[src/rtl/fft_pkg.sv]
// Shared constants and types for the 32-point radix-2 MDC FFT pipeline.
//   FFT_DATA_W     : default width of each real/imag component
//   STAGEn_DLY     : commutator delay-line depth at each stage boundary
//   complex_t      : packed {re, im} sample
package fft_pkg;

  localparam int unsigned FFT_DATA_W = 16;

  localparam int unsigned STAGE1_DLY = 16;
  localparam int unsigned STAGE2_DLY = 8;
  localparam int unsigned STAGE3_DLY = 4;
  localparam int unsigned STAGE4_DLY = 2;
  localparam int unsigned STAGE5_DLY = 1;

  typedef struct packed {
    logic signed [FFT_DATA_W-1:0] re;
    logic signed [FFT_DATA_W-1:0] im;
  } complex_t;

endpackage

[src/rtl/delay_line.sv]
// Free-running DEPTH-stage shift register with asynchronous clear.
//   clk, rst_n : clock, async active-low reset (clears every stage)
//   d          : WIDTH-bit input, captured every cycle
//   q          : d delayed by DEPTH cycles (last stage)
module delay_line #(
  parameter int unsigned WIDTH = 1,
  parameter int unsigned DEPTH = 1
) (
  input  logic             clk,
  input  logic             rst_n,
  input  logic [WIDTH-1:0] d,
  output logic [WIDTH-1:0] q
);

  localparam int unsigned SR_W = WIDTH * DEPTH;

  logic [SR_W-1:0]       sr_q;
  logic [SR_W-1:0]       sr_d;
  logic [SR_W+WIDTH-1:0] shift_c;

  // New sample enters at the low end; the oldest one falls off the top.
  assign shift_c = {sr_q, d};
  assign sr_d    = shift_c[SR_W-1:0];

  always_ff @(posedge clk or negedge rst_n) begin
    if (!rst_n) begin
      sr_q <= '0;
    end else begin
      sr_q <= sr_d;
    end
  end

  assign q = sr_q[SR_W-1 -: WIDTH];

endmodule

[src/rtl/mdc_commutator.sv]
// Delay-switch-delay commutator between two butterfly stages of the MDC FFT.
// Pairs samples DELAY apart onto the top/bottom outputs for the next stage.
//   clk, rst_n           : clock, async active-low reset
//   in_valid             : input pair valid (only feeds the valid pipe)
//   swap                 : 1 = cross the delayed-top and bottom paths this cycle
//   in_top_*, in_bot_*   : upper/lower complex inputs
//   out_valid            : in_valid delayed DELAY+1 cycles
//   out_top_*, out_bot_* : registered commutated outputs
module mdc_commutator
  import fft_pkg::*;
#(
  parameter int unsigned DATA_W = FFT_DATA_W,
  parameter int unsigned DELAY  = STAGE1_DLY
) (
  input  logic              clk,
  input  logic              rst_n,
  input  logic              in_valid,
  input  logic              swap,
  input  logic [DATA_W-1:0] in_top_re,
  input  logic [DATA_W-1:0] in_top_im,
  input  logic [DATA_W-1:0] in_bot_re,
  input  logic [DATA_W-1:0] in_bot_im,
  output logic              out_valid,
  output logic [DATA_W-1:0] out_top_re,
  output logic [DATA_W-1:0] out_top_im,
  output logic [DATA_W-1:0] out_bot_re,
  output logic [DATA_W-1:0] out_bot_im
);

  localparam int unsigned CW = 2 * DATA_W;

  logic [CW-1:0] in_top;
  logic [CW-1:0] in_bot;
  logic [CW-1:0] top_dly;
  logic [CW-1:0] bot_dly;
  logic [CW-1:0] x0_c;
  logic [CW-1:0] x1_c;
  logic [CW-1:0] out_top_d, out_top_q;
  logic [CW-1:0] out_bot_d, out_bot_q;

  // Real and imaginary parts travel together as one {re, im} word.
  assign in_top = {in_top_re, in_top_im};
  assign in_bot = {in_bot_re, in_bot_im};

  // Input delay on the upper path.
  delay_line #(
    .WIDTH (CW),
    .DEPTH (DELAY)
  ) u_top_dly (
    .clk   (clk),
    .rst_n (rst_n),
    .d     (in_top),
    .q     (top_dly)
  );

  // Switch: swap applies to the data present in the same cycle only.
  always_comb begin
    x0_c = top_dly;
    x1_c = in_bot;
    if (swap) begin
      x0_c = in_bot;
      x1_c = top_dly;
    end
  end

  // Output delay on the lower path.
  delay_line #(
    .WIDTH (CW),
    .DEPTH (DELAY)
  ) u_bot_dly (
    .clk   (clk),
    .rst_n (rst_n),
    .d     (x1_c),
    .q     (bot_dly)
  );

  // Valid pipe: one extra stage to match the output register.
  delay_line #(
    .WIDTH (1),
    .DEPTH (DELAY + 1)
  ) u_vld_dly (
    .clk   (clk),
    .rst_n (rst_n),
    .d     (in_valid),
    .q     (out_valid)
  );

  assign out_top_d = x0_c;
  assign out_bot_d = bot_dly;

  // Output register.
  always_ff @(posedge clk or negedge rst_n) begin
    if (!rst_n) begin
      out_top_q <= '0;
      out_bot_q <= '0;
    end else begin
      out_top_q <= out_top_d;
      out_bot_q <= out_bot_d;
    end
  end

  assign out_top_re = out_top_q[CW-1 -: DATA_W];
  assign out_top_im = out_top_q[DATA_W-1:0];
  assign out_bot_re = out_bot_q[CW-1 -: DATA_W];
  assign out_bot_im = out_bot_q[DATA_W-1:0];

endmodule
[config.mk]
export PLATFORM = sky130hd
export DESIGN_NAME = mdc_commutator
export DESIGN_NICKNAME = d
export VERILOG_FILES = /design/src/rtl/fft_pkg.sv /design/src/rtl/delay_line.sv /design/src/rtl/mdc_commutator.sv
export SDC_FILE = /design/constraint.sdc
export NUM_CORES = 1
export LEC_CHECK = 0
export BUFFER_PORTS_ARGS = -buffer_cell sky130_fd_sc_hd__buf_4
export CAP_MARGIN = 10
export CORE_ASPECT_RATIO = 1.25
export CORE_MARGIN = 8
export CORE_UTILIZATION = 41
export CTS_CLUSTER_DIAMETER = 30
export DETAILED_ROUTE_END_ITERATION = 12
export PLACE_DENSITY_LB_ADDON = 0.08
export SYNTH_ARGS = -nofsm -noshare
export SYNTH_HDL_FRONTEND = slang
export SYNTH_HIERARCHICAL = 1
export SYNTH_SLANG_ARGS = --single-unit
[constraint.sdc]
create_clock -name clk -period 2.3 [get_ports clk]
set_input_delay 0.46 -clock clk [delete_from_list [all_inputs] [get_ports clk]]
set_output_delay 0.46 -clock clk [all_outputs]
set_load 0.005 [all_outputs]
==> reports/results.ini <==
[outcome]
status=finished, final reports clean

[cts]
numCtsBuffers=155
ctsResizeCount=0
clk_root_buffer_cell=clkbuf_16
cts_tree=built
path_clk_slew_ns=0.05
cts_sinks=1105
cts_hold_buffers=66
cts_buffer_depth=3
post_cts_buffers=0
clk_latency_ns=0.69
htreeDepth=4

[min_path]
worstHoldPathCells=2
hold_class=in2reg

[drt]
ant_nets=0
drt_iter0_drc=460
drt-total-wl_um=35300
via_count=10547
detail_route.wl_per_cell_um=13.4
drcViolationCount=0
routed_via_density=4.00
dr.pass1.iters=3

[worst_setup_path]
crit_family=flip-flops
arrival_ns=1.28
cp.depth=1
crit_buf_inv=1
crit_required_ns=1.84
cp_max_fo=1
worstSetupPathType=reg2out
start_kind=flip-flop
reg2reg_depth=1
max_stage_delay_ns=0.43
cpMaxStageDelayCell=dfrtp_1
endpoint_kind=output port
path_cells=buf_4

[layout]
n_fill_cell=5578
final_common_cell=dfrtp_1
layout.nets=1629
synthToLayoutAreaGrowth_pct=28.6
drive_above_1_share=0.299
final_util=0.532
layout_common_cells=dfrtp_1, clkbuf_16, buf_4
layout.cells.non_filler=2639

[timing]
finalHoldViolations=0
period_share=0.758
slew_viol_final=0
relSlewSlack=0.613
setup_viol=0
final.setup.tns_ns=0
layout_min_cycle_time_ns=1.74
rsz0062_at_grt=no
skew_ns=0.0175
finalWorstSetupSlack_ns=0.557
fmax_mhz=574
tightest_slew_ns=0.581

[yosys]
synth_top_area_cell=dfrtp_1
syn_area_per_cell_um2=23.6
yosysSeqAreaShare=0.947
synth_top_area_frac=0.947
ys_ff_latch=1105
netlist_instances=1240
synthDistinctLibCells=6
synth_nets=1308
yosysWarnings=6
synth_area_um2=29200
yosys-top-cells-area=dfrtp_1, mux2_4, buf_4, buf_12, mux2_2

[run]
maxCapViolCount=0

[floorplan]
core_um2=70600
die_w_um=255
io_pins=133
rows=109
die_h_um=314
start_util=0.413
dieArea_um2=80100

[pwr]
power.total_mw=46.3
p_per_area_nw_per_um2=1230
leakagePower_nw=17.3
ir_worst_vdd_uv=720

[placed_design]
place_congestion=0.708
dp_cells=2281
place_ws_ns=0.713
hpwl_um=18400
port_buffers=132

[grt]
grt-ovfl-total=0
grt_max_degree=118
track_usage=0.0958
grt_pass1_wl_um=60900
grt_antenna_before_repair=5
grt_pass1_vias=11989

==> path summary, 6_finish.rpt <==
path | end | slack, ns | from
setup / recovery | out_top_im[9] | 0.56 | out_top_q[9]$_DFF_PN0_
hold / removal | u_bot_dly/sr_q[29]$_DFF_PN0_ | 0.29 | swap
setup reg to reg | out_top_q[25]$_DFF_PN0_ | 1.49 | u_top_dly/sr_q[505]$_DFF_PN0_
hold reg to reg | u_bot_dly/sr_q[84]$_DFF_PN0_ | 0.33 | u_bot_dly/sr_q[52]$_DFF_PN0_
max in group asynchronous | u_top_dly/sr_q[7]$_DFF_PN0_ | 1.01 | rst_n
min in group asynchronous | u_bot_dly/sr_q[488]$_DFF_PN0_ | 0.33 | rst_n
==> power breakdown <==
part	switching, mW	internal (mW)
sequential	0.318	20.7
combinational	0.527	0.469
clock	8.28	16.0
==> synthesized netlist by cell type (all sizes together) <==
cell type / count
dfrtp: 1105
mux2: 64
buf: 71
==> metal layers <==
layer / wire [um] / global-route usage
met1: 15100 / 0.122
met2: 16200 / 0.134
met3: 2390 / 0.0400
met4: 1550 / 0.0624
met5: 13 / 0
==> cell type report <==
class,count,area (um^2),area share
Clock inverter,90,1130,0.0302
Tap cell,943,1180,0.0314
Clock buffer,197,4410,0.117
Antenna cell,5,12.5,0.000333
Sequential cell,1105,27700,0.736
Timing Repair Buffer,235,2220,0.0592
Multi-Input combinational cell,64,946,0.0252
==> cell families (layout without fill, tap and decap cells) <==
logic type | Yosys count | in the layout | synth area share
other | 0 | 5 | 0
DFF | 1105 | 1105 | 0.947
buffers and inverters | 71 | 522 | 0.0209
muxes | 64 | 64 | 0.0324
==> registers in the layout (all words and copies together) (netlist names) <==
signal / count
u_bot_dly/sr_q: 512
out_bot_q: 32
u_top_dly/sr_q: 512
out_top_q: 32
u_vld_dly/sr_q: 17
==> per-stage QoR <==
step,area (um^2),hold WS (ns)
floorplan,29200,0.164
global placement,31300,0.331
detailed placement,31300,0.335
CTS,37500,0.216
global route,37500,0.240
finish,37600,0.288
(Power assumes the default switching activity.)
